===== src/rtl/uart_rx_cfg.sv =====
// uart_rx_cfg: parametrised UART receiver with oversampled 3-sample majority voting,
// false-start rejection, and parity/framing error flags. Define UART_RX_BREAK_EN to add break_det.
module uart_rx_cfg #(
    parameter int CLK_FREQ   = 50000000,
    parameter int BAUD_RATE  = 115200,
    parameter int OVERSAMPLE = 16,
    parameter int DATA_BITS  = 8,
    parameter int PARITY     = 0,
    parameter int STOP_BITS  = 1
) (
    input  logic                 clk,
    input  logic                 rst,
    input  logic                 rx,
    output logic [DATA_BITS-1:0] data_out,
    output logic                 rx_valid,
    output logic                 parity_err,
    output logic                 frame_err,
`ifdef UART_RX_BREAK_EN
    output logic                 break_det,
`endif
    output logic                 busy
);

    localparam int DIV = CLK_FREQ / (BAUD_RATE * OVERSAMPLE);
    localparam int PW  = (DIV >= 2) ? $clog2(DIV) : 1;
    localparam int SCW = $clog2(OVERSAMPLE);
    localparam int BW  = $clog2(DATA_BITS);

    localparam logic [PW-1:0]  PRESC_LAST = PW'(DIV - 1);
    localparam logic [SCW-1:0] SC_A       = SCW'(OVERSAMPLE / 2 - 1);
    localparam logic [SCW-1:0] SC_B       = SCW'(OVERSAMPLE / 2);
    localparam logic [SCW-1:0] SC_DEC     = SCW'(OVERSAMPLE / 2 + 1);
    localparam logic [SCW-1:0] SC_LAST    = SCW'(OVERSAMPLE - 1);
    localparam logic [BW-1:0]  BIT_LAST   = BW'(DATA_BITS - 1);
    localparam logic           PAR_ODD    = (PARITY == 1);
    localparam logic           STOP_LAST  = (STOP_BITS == 2);

    generate
        if (DIV < 2) begin : g_div_check
            $error("uart_rx_cfg: CLK_FREQ / (BAUD_RATE * OVERSAMPLE) must be at least 2");
        end
        if (OVERSAMPLE < 8 || OVERSAMPLE > 32 || (OVERSAMPLE % 2) != 0) begin : g_os_check
            $error("uart_rx_cfg: OVERSAMPLE must be even and within 8..32");
        end
        if (DATA_BITS < 5 || DATA_BITS > 9 || PARITY < 0 || PARITY > 2
            || STOP_BITS < 1 || STOP_BITS > 2) begin : g_frame_check
            $error("uart_rx_cfg: unsupported frame format parameters");
        end
    endgenerate

    typedef enum logic [2:0] {S_IDLE, S_START, S_DATA, S_PARITY, S_STOP} state_t;

    logic                 sync1, rxs;
    logic [PW-1:0]        presc;
    logic                 tick;
    state_t               state;
    logic [SCW-1:0]       sc;
    logic [BW-1:0]        bit_idx;
    logic                 stop_idx;
    logic                 samp_a, samp_b;
    logic [DATA_BITS-1:0] shreg;
    logic                 armed, par_flag, frm_flag;
    logic                 maj, decide, frame_bad;
`ifdef UART_RX_BREAK_EN
    logic                 seen_one;
`endif

    always_ff @(posedge clk) begin
        if (rst) begin
            sync1 <= 1'b1;
            rxs   <= 1'b1;
        end else begin
            sync1 <= rx;
            rxs   <= sync1;
        end
    end

    always_ff @(posedge clk) begin
        if (rst || tick) presc <= '0;
        else             presc <= presc + 1'b1;
    end

    assign tick      = (presc == PRESC_LAST);
    assign maj       = (samp_a & samp_b) | (samp_a & rxs) | (samp_b & rxs);
    assign decide    = tick && (sc == SC_DEC);
    assign frame_bad = frm_flag | ~maj;

    // The sample counter keeps running across state changes so every bit is
    // decided at the same offset from the detected start edge.
    always_ff @(posedge clk) begin
        if (rst) begin
            state      <= S_IDLE;
            sc         <= '0;
            bit_idx    <= '0;
            stop_idx   <= 1'b0;
            samp_a     <= 1'b1;
            samp_b     <= 1'b1;
            shreg      <= '0;
            armed      <= 1'b1;
            par_flag   <= 1'b0;
            frm_flag   <= 1'b0;
            data_out   <= '0;
            rx_valid   <= 1'b0;
            parity_err <= 1'b0;
            frame_err  <= 1'b0;
            busy       <= 1'b0;
`ifdef UART_RX_BREAK_EN
            seen_one   <= 1'b0;
            break_det  <= 1'b0;
`endif
        end else begin
            rx_valid <= 1'b0;
`ifdef UART_RX_BREAK_EN
            break_det <= 1'b0;
`endif
            if (tick && state != S_IDLE) begin
                sc <= (sc == SC_LAST) ? '0 : sc + 1'b1;
                if (sc == SC_A) samp_a <= rxs;
                if (sc == SC_B) samp_b <= rxs;
            end

            case (state)
                S_IDLE: begin
                    if (tick) begin
                        if (rxs) begin
                            armed <= 1'b1;
                        end else if (armed) begin
                            state <= S_START;
                            sc    <= '0;
                            busy  <= 1'b1;
                        end
                    end
                end
                S_START: begin
                    if (decide) begin
                        if (maj) begin
                            state <= S_IDLE;
                            busy  <= 1'b0;
                        end else begin
                            state   <= S_DATA;
                            bit_idx <= '0;
                        end
                    end
                end
                S_DATA: begin
                    if (decide) begin
                        shreg   <= {maj, shreg[DATA_BITS-1:1]};
                        bit_idx <= bit_idx + 1'b1;
`ifdef UART_RX_BREAK_EN
                        if (maj) seen_one <= 1'b1;
`endif
                        if (bit_idx == BIT_LAST) begin
                            state    <= (PARITY != 0) ? S_PARITY : S_STOP;
                            stop_idx <= 1'b0;
                        end
                    end
                end
                S_PARITY: begin
                    if (decide) begin
                        if ((^shreg ^ maj) != PAR_ODD) par_flag <= 1'b1;
`ifdef UART_RX_BREAK_EN
                        if (maj) seen_one <= 1'b1;
`endif
                        state <= S_STOP;
                    end
                end
                S_STOP: begin
                    if (decide) begin
                        if (stop_idx == STOP_LAST) begin
`ifdef UART_RX_BREAK_EN
                            if (!seen_one && !maj) begin
                                break_det <= 1'b1;
                                armed     <= 1'b0;
                            end else
`endif
                            begin
                                data_out   <= shreg;
                                rx_valid   <= 1'b1;
                                parity_err <= par_flag;
                                frame_err  <= frame_bad;
                                if (frame_bad) armed <= 1'b0;
                            end
                            state    <= S_IDLE;
                            busy     <= 1'b0;
                            par_flag <= 1'b0;
                            frm_flag <= 1'b0;
`ifdef UART_RX_BREAK_EN
                            seen_one <= 1'b0;
`endif
                        end else begin
                            stop_idx <= 1'b1;
                            if (!maj) frm_flag <= 1'b1;
`ifdef UART_RX_BREAK_EN
                            if (maj) seen_one <= 1'b1;
`endif
                        end
                    end
                end
                default: begin
                    state <= S_IDLE;
                    busy  <= 1'b0;
                end
            endcase
        end
    end

endmodule

===== config.mk =====
export PLATFORM = sky130hd
export DESIGN_NAME = uart_rx_cfg
export DESIGN_NICKNAME = d
export VERILOG_FILES = /design/src/rtl/uart_rx_cfg.sv
export SDC_FILE = /design/constraint.sdc
export NUM_CORES = 1
export LEC_CHECK = 0
export BUFFER_PORTS_ARGS = -buffer_cell sky130_fd_sc_hd__buf_2
export CAP_MARGIN = 25
export CORE_MARGIN = 3
export CORE_UTILIZATION = 62
export CTS_CLUSTER_SIZE = 25
export DETAILED_ROUTE_END_ITERATION = 12
export GPL_TIMING_DRIVEN = 1
export PLACE_DENSITY = 0.91
export SLEW_MARGIN = 20
export SYNTH_ARGS = -nofsm -noshare
export SYNTH_HDL_FRONTEND = slang
export SYNTH_SLANG_ARGS = --single-unit

===== constraint.sdc =====
create_clock -name clk -period 4.07 [get_ports clk]
set_clock_uncertainty 0.05 [all_clocks]
set_input_delay 0.814 -clock clk [delete_from_list [all_inputs] [get_ports clk]]
set_output_delay 0.814 -clock clk [all_outputs]
set_load 0.05 [all_outputs]

==> results of run 1 <==
-- stage by stage --
step           instance area [um2]  cells
5_1_grt                       1950    230
3_5_place_dp                  1860    222
3_3_place_gp                  1860    222
6_report                      1950    230
2_1_floorplan                 1810    186
4_1_cts                       1950    230
-- worst max-delay path: cells and delay by family, from the launching register on --
kind	cells	cell delay [ns]
multiplexers	1	0.29
adder cells (fa/ha/maj)	1	0.17
buffers and inverters	1	0.06
AND/OR/NAND/NOR	4	1.43
flip-flops	1	0.35
-- cell type report --
cell class              count  area share, %
clock inverters             1           1.54
inverters                   4          0.770
well taps                  30           1.93
clock buffers               7           2.82
repair buffers             14           3.59
multi-input cells         133           47.2
flip-flops and latches     41           42.1
-- cell families (layout without fill, tap and decap cells) --
logic type / after synthesis / count (layout) / synth area share, %
xor+xnor: 10 / 10 / 5.61
buf+inv: 12 / 26 / 3.53
fa+ha+maj: 8 / 8 / 5.41
mux: 20 / 20 / 11.1
simple gates: 72 / 72 / 19.8
compound gates: 23 / 23 / 9.08
flops: 41 / 41 / 45.5
-- layer usage --
layer	global-route usage (%)	vias to the layer above
met1	24.3	668
met4	10.1	0
li1	-	664
met5	0	-
met2	38.4	40
met3	7.56	7
-- registers in the layout, summed over array words and instances (netlist names) --
register / count
armed: 1
bit_idx: 3
busy: 1
data_out: 8
frame_err: 1
par_flag: 1
parity_err: 1
presc: 5
rx_valid: 1
rxs: 1
samp_a: 1
samp_b: 1
sc: 4
shreg: 8
state: 3
sync1: 1
-- synth_stat cells (2+ instances only) --
cell                       count  area [um2]
sky130_fd_sc_hd__xor2_1        2        17.5
sky130_fd_sc_hd__nor2_1       36         135
sky130_fd_sc_hd__nand2b_1      3        18.8
sky130_fd_sc_hd__nand2_1       6        22.5
sky130_fd_sc_hd__buf_6         2        22.5
sky130_fd_sc_hd__clkbuf_1      5        18.8
sky130_fd_sc_hd__mux2i_1      20         200
sky130_fd_sc_hd__inv_1         4        15.0
sky130_fd_sc_hd__nor2b_1       6        37.5
sky130_fd_sc_hd__a211oi_1      3        22.5
sky130_fd_sc_hd__o21ai_0       3        15.0
sky130_fd_sc_hd__a22oi_1       3        22.5
sky130_fd_sc_hd__xnor2_1       7        61.3
sky130_fd_sc_hd__nand3_1       6        30.0
sky130_fd_sc_hd__dfxtp_1      41         821
sky130_fd_sc_hd__ha_1          7        87.6
sky130_fd_sc_hd__or2_2         3        18.8
sky130_fd_sc_hd__a21oi_1       5        25.0
sky130_fd_sc_hd__nor3_1        3        15.0
-- power by group --
| part | internal, mW | switching, mW |
|---|---|---|
| Sequential | 0.405 | 0.00407 |
| Combinational | 0.00638 | 0.0131 |
| Clock | 0.147 | 0.129 |
| Total | 0.558 | 0.146 |
-- path summary, 6_finish.rpt --
kind,cells after the start,startpoint,slack (ns),endpoint
worst max register to register,7,presc[0],1.59,shreg[3]
worst min-delay path,1,sync1,0.38,rxs
worst min register to register,1,sync1,0.38,rxs
worst max-delay path,7,presc[0],1.59,shreg[3]
==> report_table.html, run 1 <==
<table>
<tr><th>Metric</th><th>Value</th></tr>
<tr><th colspan="2">Critical path</th></tr>
<tr><td>Critical Path Slowest Stage Cell</td><td>sky130_fd_sc_hd__nor3b_2</td></tr>
<tr><td>Startpoint kind of the worst setup timing path</td><td>flop</td></tr>
<tr><td>Highest fanout seen on the critical path</td><td>11</td></tr>
<tr><td>Crit path cell chain</td><td>inv_1 &gt; ha_1 &gt; and4b_2 &gt; nand3_1 &gt; nor3b_2 &gt; mux2i_1 &gt; nor2_1</td></tr>
<tr><td>Data required time at the worst endpoint</td><td>4.25 ns</td></tr>
<tr><td>Critical path type</td><td>reg2reg</td></tr>
<tr><td>Slowest stage delay, CP</td><td>0.86 ns</td></tr>
<tr><td>Data arrival time of the worst path</td><td>2.67 ns</td></tr>
<tr><td>Worst setup EP type</td><td>flop</td></tr>
<tr><th colspan="2">Clock tree</th></tr>
<tr><td>Maximum level of the CTS H-tree</td><td>2</td></tr>
<tr><td>Clock insertion delay at the later pin of the skew report</td><td>0.35 ns</td></tr>
<tr><td>Worst-path clk slew</td><td>0.11 ns</td></tr>
<tr><td>Root buffer cell</td><td>sky130_fd_sc_hd__clkbuf_4</td></tr>
<tr><td>Number of buffers created by CTS</td><td>5</td></tr>
<tr><td>Max clock buf depth</td><td>2</td></tr>
<tr><td>CTS tree</td><td>yes</td></tr>
<tr><td>Number of resized instances in the post-cts repair step</td><td>0</td></tr>
<tr><td>Hold buffers post-CTS</td><td>0</td></tr>
<tr><td>Clk sinks</td><td>41</td></tr>
<tr><td>Post-CTS Setup Repair Bufs</td><td>0</td></tr>
<tr><th colspan="2">Global routing</th></tr>
<tr><td>Global route overflow</td><td>0</td></tr>
<tr><td>Initial antenna violation count</td><td>0</td></tr>
<tr><td>Wire length of the first global-routing pass</td><td>5870 um</td></tr>
<tr><td>Number of global-route vias before repair</td><td>1360</td></tr>
<tr><td>Gr usage total</td><td>22.2%</td></tr>
<tr><td>Largest net degree at the start of global routing</td><td>36</td></tr>
<tr><th colspan="2">Layout</th></tr>
<tr><td>Most common cell after layout, fill and taps aside</td><td>sky130_fd_sc_hd__dfxtp_1</td></tr>
<tr><td>Share of post-route cells with drive strength above 1</td><td>14.5%</td></tr>
<tr><td>Layout area overhead</td><td>7.97%</td></tr>
<tr><td>Total inserted antenna cells</td><td>0</td></tr>
<tr><td>Most frequent cells in the layout</td><td>sky130_fd_sc_hd__dfxtp_1, sky130_fd_sc_hd__nor2_1, sky130_fd_sc_hd__mux2i_1</td></tr>
<tr><td>Multi-input logic area</td><td>921 um2</td></tr>
<tr><td>Filler cell count</td><td>187</td></tr>
<tr><td>FF/Latch Area</td><td>821 um2</td></tr>
<tr><td>Final Net Count</td><td>209</td></tr>
<tr><td>Final core occ</td><td>74.6%</td></tr>
<tr><th colspan="2">Route</th></tr>
<tr><td>Average wire length per cell after detail routing</td><td>15.7 um</td></tr>
<tr><td>DRT iter0 DRCs</td><td>71</td></tr>
<tr><td>Routed length on met3</td><td>174 um</td></tr>
<tr><td>DRC violations left</td><td>0</td></tr>
<tr><td>DR vias</td><td>1379</td></tr>
<tr><td>Vias per Instance</td><td>6.00</td></tr>
<tr><td>1st-pass router iterations</td><td>5</td></tr>
<tr><td>Detailed-route wire length</td><td>3610 um</td></tr>
<tr><td>Total length of routed met2 wires</td><td>1870 um</td></tr>
<tr><td>Antenna Violating Nets Remaining</td><td>0</td></tr>
<tr><td>Wire length on met1</td><td>1490 um</td></tr>
<tr><td>Highest layer used for signal routing</td><td>met4</td></tr>
<tr><th colspan="2">Die</th></tr>
<tr><td>Die extent in y</td><td>60.0 um</td></tr>
<tr><td>CORE AREA</td><td>2610 um2</td></tr>
<tr><td>Initial core utilization</td><td>69.1%</td></tr>
<tr><td>Number of placement rows</td><td>18</td></tr>
<tr><td>I/O pins</td><td>15</td></tr>
<tr><td>Die X-Extent</td><td>60.0 um</td></tr>
<tr><td>Overall die area</td><td>3600 um2</td></tr>
<tr><th colspan="2">Run</th></tr>
<tr><td>Max-capacitance violation count</td><td>0</td></tr>
<tr><th colspan="2">Logic synthesis</th></tr>
<tr><td>Per-instance average area after synthesis</td><td>9.71 um2</td></tr>
<tr><td>Count of state elements after synthesis</td><td>41</td></tr>
<tr><td>Synthesized instance count</td><td>186</td></tr>
<tr><td>Netlist area before placement</td><td>1810 um2</td></tr>
<tr><td>Number of distinct library cells after synthesis</td><td>40</td></tr>
<tr><td>Fraction of registers with async set/reset</td><td>0%</td></tr>
<tr><td>Warning count from the yosys run</td><td>0</td></tr>
<tr><td>Count of flip-flops with a built-in enable after synthesis</td><td>0</td></tr>
<tr><td>Synth Flop Type</td><td>sky130_fd_sc_hd__dfxtp_1</td></tr>
<tr><td>Net count after synthesis</td><td>196</td></tr>
<tr><td>Part of the Yosys area used for sequential elements</td><td>45.5%</td></tr>
<tr><th colspan="2">Timing</th></tr>
<tr><td>Worst hold margin</td><td>0.383 ns</td></tr>
<tr><td>Worst-case headroom to the max-slew limit</td><td>32.6%</td></tr>
<tr><td>Setup repair after global routing missed its margin</td><td>false</td></tr>
<tr><td>Final-report hold violation count</td><td>0</td></tr>
<tr><td>Setup-violating endpoint count in the final report</td><td>0</td></tr>
<tr><td>Final setup slack of the worst path</td><td>1.59 ns</td></tr>
<tr><td>Final critical delay including setup and external delays</td><td>2.48 ns</td></tr>
<tr><td>Final Max Slew Viols</td><td>0</td></tr>
<tr><td>Slew at the pin with the worst max-slew slack</td><td>1.01 ns</td></tr>
<tr><td>Fmax</td><td>0.403 GHz</td></tr>
<tr><td>Fraction of the cycle the final worst path needs</td><td>61.0%</td></tr>
<tr><td>Total negative slack</td><td>0 ns</td></tr>
<tr><th colspan="2">Place</th></tr>
<tr><td>Detailed-placement wirelength estimate</td><td>2630 um</td></tr>
<tr><td>Port buffer count</td><td>14</td></tr>
<tr><td>Pre-CTS WS</td><td>1.65 ns</td></tr>
<tr><td>Placer Congestion</td><td>0.815</td></tr>
<tr><th colspan="2">Power and ir drop</th></tr>
<tr><td>Cell Pwr Density</td><td>361 nW/um2</td></tr>
<tr><td>Final total power</td><td>704 uW</td></tr>
<tr><td>Static power due to leakage</td><td>0.733 nW</td></tr>
<tr><td>Largest vdd supply drop</td><td>0.000401 V</td></tr>
<tr><th colspan="2">Min path</th></tr>
<tr><td>Path category of the worst min-delay check</td><td>reg2reg</td></tr>
<tr><th colspan="2">Run status</th></tr>
<tr><td>Outcome</td><td>finished clean</td></tr>
</table>
Note: power is estimated with default switching activity, not from simulation.
==> run 2, diff against run 1 <==
ABC_AREA = 1   (was unset)
CORE_UTILIZATION = 53   (was 62)
PLACE_DENSITY = 0.84   (was 0.91)
clock period = 2.1 ns   (was 4.07 ns; I/O delays follow)
==> report_table.html, run 2 <==
<table>
<tr><th>Metric</th><th>Value</th></tr>
<tr><th colspan="2">Power and ir drop</th></tr>
<tr><td>Largest vdd supply drop</td><td>0.000496 V (+24%)</td></tr>
<tr><td>Static power due to leakage</td><td>1.00 nW (+37%)</td></tr>
<tr><td>Cell Pwr Density</td><td>665 nW/um2 (+84%)</td></tr>
<tr><th colspan="2">Clock tree</th></tr>
<tr><td>Clk sinks</td><td>41 (unchanged)</td></tr>
<tr><td>Maximum level of the CTS H-tree</td><td>2 (unchanged)</td></tr>
<tr><td>Max clock buf depth</td><td>2 (unchanged)</td></tr>
<tr><td>Worst-path clk slew</td><td>0.07 ns (-0.04 ns)</td></tr>
<tr><td>Number of buffers created by CTS</td><td>5 (unchanged)</td></tr>
<tr><td>Root buffer cell</td><td>sky130_fd_sc_hd__clkbuf_8</td></tr>
<tr><td>Post-CTS Setup Repair Bufs</td><td>0 (unchanged)</td></tr>
<tr><td>CTS tree</td><td>yes</td></tr>
<tr><td>Clock insertion delay at the later pin of the skew report</td><td>0.30 ns (-0.05 ns)</td></tr>
<tr><td>Number of resized instances in the post-cts repair step</td><td>0 (unchanged)</td></tr>
<tr><td>Hold buffers post-CTS</td><td>0 (unchanged)</td></tr>
<tr><th colspan="2">Critical path</th></tr>
<tr><td>Slowest stage delay, CP</td><td>0.34 ns (-0.52 ns)</td></tr>
<tr><td>Data required time at the worst endpoint</td><td>2.24 ns (-2.01 ns)</td></tr>
<tr><td>Startpoint kind of the worst setup timing path</td><td>flop</td></tr>
<tr><td>Highest fanout seen on the critical path</td><td>14 (+3)</td></tr>
<tr><td>Cell repeated most along the worst path</td><td>sky130_fd_sc_hd__nor2_8</td></tr>
<tr><td>Critical path type</td><td>reg2reg</td></tr>
<tr><td>Critical Path Slowest Stage Cell</td><td>sky130_fd_sc_hd__dfxtp_1</td></tr>
<tr><td>Worst setup EP type</td><td>flop</td></tr>
<tr><td>Crit path cell chain</td><td>inv_1 &gt; ha_1 &gt; nand4_4 &gt; nor2_8 &gt; inv_4 &gt; nor2_8 &gt; inv_2 &gt; o21ai_1 &gt; a21oi_1</td></tr>
<tr><td>Data arrival time of the worst path</td><td>1.79 ns (-0.88 ns)</td></tr>
<tr><th colspan="2">Route</th></tr>
<tr><td>Detailed-route wire length</td><td>3580 um (-0.78%)</td></tr>
<tr><td>Average wire length per cell after detail routing</td><td>11.5 um (-26%)</td></tr>
<tr><td>Vias per Instance</td><td>5.10 (-15%)</td></tr>
<tr><td>1st-pass router iterations</td><td>5 (unchanged)</td></tr>
<tr><td>Antenna Violating Nets Remaining</td><td>0 (unchanged)</td></tr>
<tr><td>DR vias</td><td>1582 (+15%)</td></tr>
<tr><td>DRC violations left</td><td>0 (unchanged)</td></tr>
<tr><td>DRT iter0 DRCs</td><td>81 (+14%)</td></tr>
<tr><th colspan="2">Timing</th></tr>
<tr><td>Setup repair after global routing missed its margin</td><td>false</td></tr>
<tr><td>Slew at the pin with the worst max-slew slack</td><td>0.559 ns (-0.447 ns)</td></tr>
<tr><td>Fraction of the cycle the final worst path needs</td><td>78.9% (+18 points)</td></tr>
<tr><td>Fmax</td><td>0.604 GHz (+50%)</td></tr>
<tr><td>Final setup slack of the worst path</td><td>0.444 ns (-1.14 ns)</td></tr>
<tr><td>Total negative slack</td><td>0 ns (unchanged)</td></tr>
<tr><td>Worst-case headroom to the max-slew limit</td><td>62.3% (+30 points)</td></tr>
<tr><td>Setup-violating endpoint count in the final report</td><td>0 (unchanged)</td></tr>
<tr><td>Final-report hold violation count</td><td>0 (unchanged)</td></tr>
<tr><td>Final critical delay including setup and external delays</td><td>1.66 ns (-0.827 ns)</td></tr>
<tr><td>Final Max Slew Viols</td><td>0 (unchanged)</td></tr>
<tr><th colspan="2">Layout</th></tr>
<tr><td>Registers with the most flip-flops</td><td>data_out x8, shreg x8, presc x5</td></tr>
<tr><td>FF/Latch Area</td><td>821 um2 (unchanged)</td></tr>
<tr><td>Share of post-route cells with drive strength above 1</td><td>20.8% (+6.3 points)</td></tr>
<tr><td>Multi-input logic area</td><td>951 um2 (+3.3%)</td></tr>
<tr><td>Most common cell after layout, fill and taps aside</td><td>sky130_fd_sc_hd__nand2_1</td></tr>
<tr><td>Total inserted antenna cells</td><td>0 (unchanged)</td></tr>
<tr><td>Final Net Count</td><td>274 (+31%)</td></tr>
<tr><td>Most frequent cells in the layout</td><td>sky130_fd_sc_hd__nand2_1, sky130_fd_sc_hd__dfxtp_1, sky130_fd_sc_hd__inv_1</td></tr>
<tr><td>Layout area overhead</td><td>10.2%</td></tr>
<tr><td>Filler cell count</td><td>320 (+71%)</td></tr>
<tr><th colspan="2">Logic synthesis</th></tr>
<tr><td>Part of the Yosys area used for sequential elements</td><td>42.0% (-3.5 points)</td></tr>
<tr><td>Yosys top cell by area</td><td>sky130_fd_sc_hd__dfxtp_1</td></tr>
<tr><td>Multiplexer share of the synthesized area</td><td>0% (-11 points)</td></tr>
<tr><td>Count of state elements after synthesis</td><td>41 (unchanged)</td></tr>
<tr><td>Dominant combinational cell family by area after synthesis</td><td>simple AND/OR/NAND/NOR gates</td></tr>
<tr><td>Count of flip-flops with a built-in enable after synthesis</td><td>0 (unchanged)</td></tr>
<tr><td>Per-instance average area after synthesis</td><td>7.94 um2 (-18%)</td></tr>
<tr><td>Number of distinct library cells after synthesis</td><td>36 (-10%)</td></tr>
<tr><td>Fraction of registers with async set/reset</td><td>0% (unchanged)</td></tr>
<tr><td>Synth Flop Type</td><td>sky130_fd_sc_hd__dfxtp_1</td></tr>
<tr><td>Netlist area before placement</td><td>1950 um2 (+8.2%)</td></tr>
<tr><td>Top cell types by occurrence after synthesis</td><td>sky130_fd_sc_hd__nand2_1, sky130_fd_sc_hd__dfxtp_1, sky130_fd_sc_hd__inv_1, sky130_fd_sc_hd__a21oi_1, sky130_fd_sc_hd__o21ai_0</td></tr>
<tr><td>Most numerous cell in the Yosys netlist</td><td>sky130_fd_sc_hd__nand2_1</td></tr>
<tr><td>Cell types with the largest area share after synthesis</td><td>sky130_fd_sc_hd__dfxtp_1, sky130_fd_sc_hd__nand2_1, sky130_fd_sc_hd__a21oi_1</td></tr>
<tr><td>Net count after synthesis</td><td>256 (+31%)</td></tr>
<tr><td>Synthesized instance count</td><td>246 (+32%)</td></tr>
<tr><td>Fraction of synthesized cell area in xor and xnor cells</td><td>1.79% (-3.8 points)</td></tr>
<tr><td>Warning count from the yosys run</td><td>0 (unchanged)</td></tr>
<tr><td>Synthesized-area fraction occupied by adder cells</td><td>4.48% (-0.92 points)</td></tr>
<tr><td>Area fraction of the dominant cell type after synthesis</td><td>42.0% (-3.5 points)</td></tr>
<tr><td>Post-synthesis simple-gate area fraction</td><td>22.9% (+3.0 points)</td></tr>
<tr><td>Compound-cell area share of the yosys netlist</td><td>19.5% (+10 points)</td></tr>
<tr><th colspan="2">Die</th></tr>
<tr><td>I/O pins</td><td>15 (unchanged)</td></tr>
<tr><td>Die extent in y</td><td>66.7 um (+11%)</td></tr>
<tr><td>Number of placement rows</td><td>21 (+3)</td></tr>
<tr><td>Overall die area</td><td>4450 um2 (+24%)</td></tr>
<tr><td>Die X-Extent</td><td>66.7 um (+11%)</td></tr>
<tr><td>Initial core utilization</td><td>56.8% (-12 points)</td></tr>
<tr><td>CORE AREA</td><td>3440 um2 (+32%)</td></tr>
<tr><th colspan="2">Run</th></tr>
<tr><td>Max-capacitance violation count</td><td>0 (unchanged)</td></tr>
<tr><th colspan="2">Global routing</th></tr>
<tr><td>Gr usage total</td><td>19.1% (-3.2 points)</td></tr>
<tr><td>Number of global-route vias before repair</td><td>1466 (+7.8%)</td></tr>
<tr><td>Largest net degree at the start of global routing</td><td>17 (-53%)</td></tr>
<tr><td>Initial antenna violation count</td><td>0 (unchanged)</td></tr>
<tr><td>Global route overflow</td><td>0 (unchanged)</td></tr>
<tr><td>Wire length of the first global-routing pass</td><td>6390 um (+8.9%)</td></tr>
<tr><th colspan="2">Run status</th></tr>
<tr><td>Outcome</td><td>finished clean</td></tr>
<tr><th colspan="2">Place</th></tr>
<tr><td>Pre-CTS WS</td><td>0.448 ns (-1.20 ns)</td></tr>
<tr><td>Detailed-placement wirelength estimate</td><td>2700 um (+2.7%)</td></tr>
<tr><td>Placer Congestion</td><td>0.848 (+4.0%)</td></tr>
<tr><td>Port buffer count</td><td>14 (unchanged)</td></tr>
<tr><th colspan="2">Min path</th></tr>
<tr><td>Path category of the worst min-delay check</td><td>in2reg</td></tr>
</table>
## run 2: cell types whose count changed after synthesis, sizes merged, moves of 3 or more
| cell | change |
|---|---|
| mux2i | -20 |
| nand2b | -3 |
| o21ai | +24 |
| inv | +31 |
| nand2 | +44 |
| nand3 | +3 |
| clkbuf | -4 |
| a21oi | +26 |
| nor2b | -6 |
| nor2 | -16 |
| a22oi | -3 |
| xnor2 | -4 |
| a211oi | -3 |
## run 2: path summary, 6_finish.rpt
path                               start       end  slack, ns  cells past startpoint
worst min register to register     sync1       rxs       0.37                      1
worst max register to register  presc[0]  shreg[6]       0.44                      9
worst min-delay path                  rx     sync1       0.25                      2
worst max-delay path            presc[0]  shreg[6]       0.44                      9
## run 2: report_power, final
group,total (mW),leakage [nW],switching [mW],internal [mW]
registers,0.789,0.331,0.00518,0.783
clock network,0.608,0.0540,0.263,0.345
logic,0.0346,0.619,0.0232,0.0114
total,1.43,1.00,0.291,1.14
## run 2: routing by layer
metal | track usage [%] | share of wire (%)
met1 | 23.8 | 49
met2 | 30.2 | 45
met3 | 5.56 | 3.6
met4 | 8.38 | 1.9
met5 | 0 | 0
## run 2: stage by stage
step | instances | util, % | power [mW] | area (um2) | hold slack (ns)
after detailed placement | 303 | 59.5 | 0.841 | 2050 | 0.351
after global placement | 303 | 59.5 | 0.840 | 2050 | 0.351
after floorplan | 246 | - | 0.831 | 1950 | 0.339
after global routing | 310 | 62.6 | 1.49 | 2150 | 0.242
final | 310 | 62.6 | 1.43 | 2150 | 0.250
after CTS | 310 | 62.6 | 1.45 | 2150 | 0.244
## run 2: worst max-delay path, delay by kind of cell, from the launching register on
kind | cells | cell delay (ns)
DFF | 1 | 0.34
and+or+nand+nor | 3 | 0.54
buffers and inverters | 3 | 0.24
AOI/OAI and AO/OA | 2 | 0.18
adders and majority gates | 1 | 0.21
## run 2: logic make-up after synthesis
| group | count (synthesis) |
|---|---|
| and+or+nand+nor | 89 |
| AOI/OAI and AO/OA | 64 |
| buffers and inverters | 41 |
| DFF | 41 |
| adders and majority gates | 7 |
| xor gates and xnor gates | 4 |
## run 2: cell type report
type                            count  share of cell area, %
Sequential cell                    41                   38.1
Tap cell                           46                   2.67
Clock buffer                        5                   3.20
Clock inverter                      2                   1.63
Inverter                           37                   6.62
Timing Repair Buffer               15                   3.60
Multi-Input combinational cell    164                   44.2
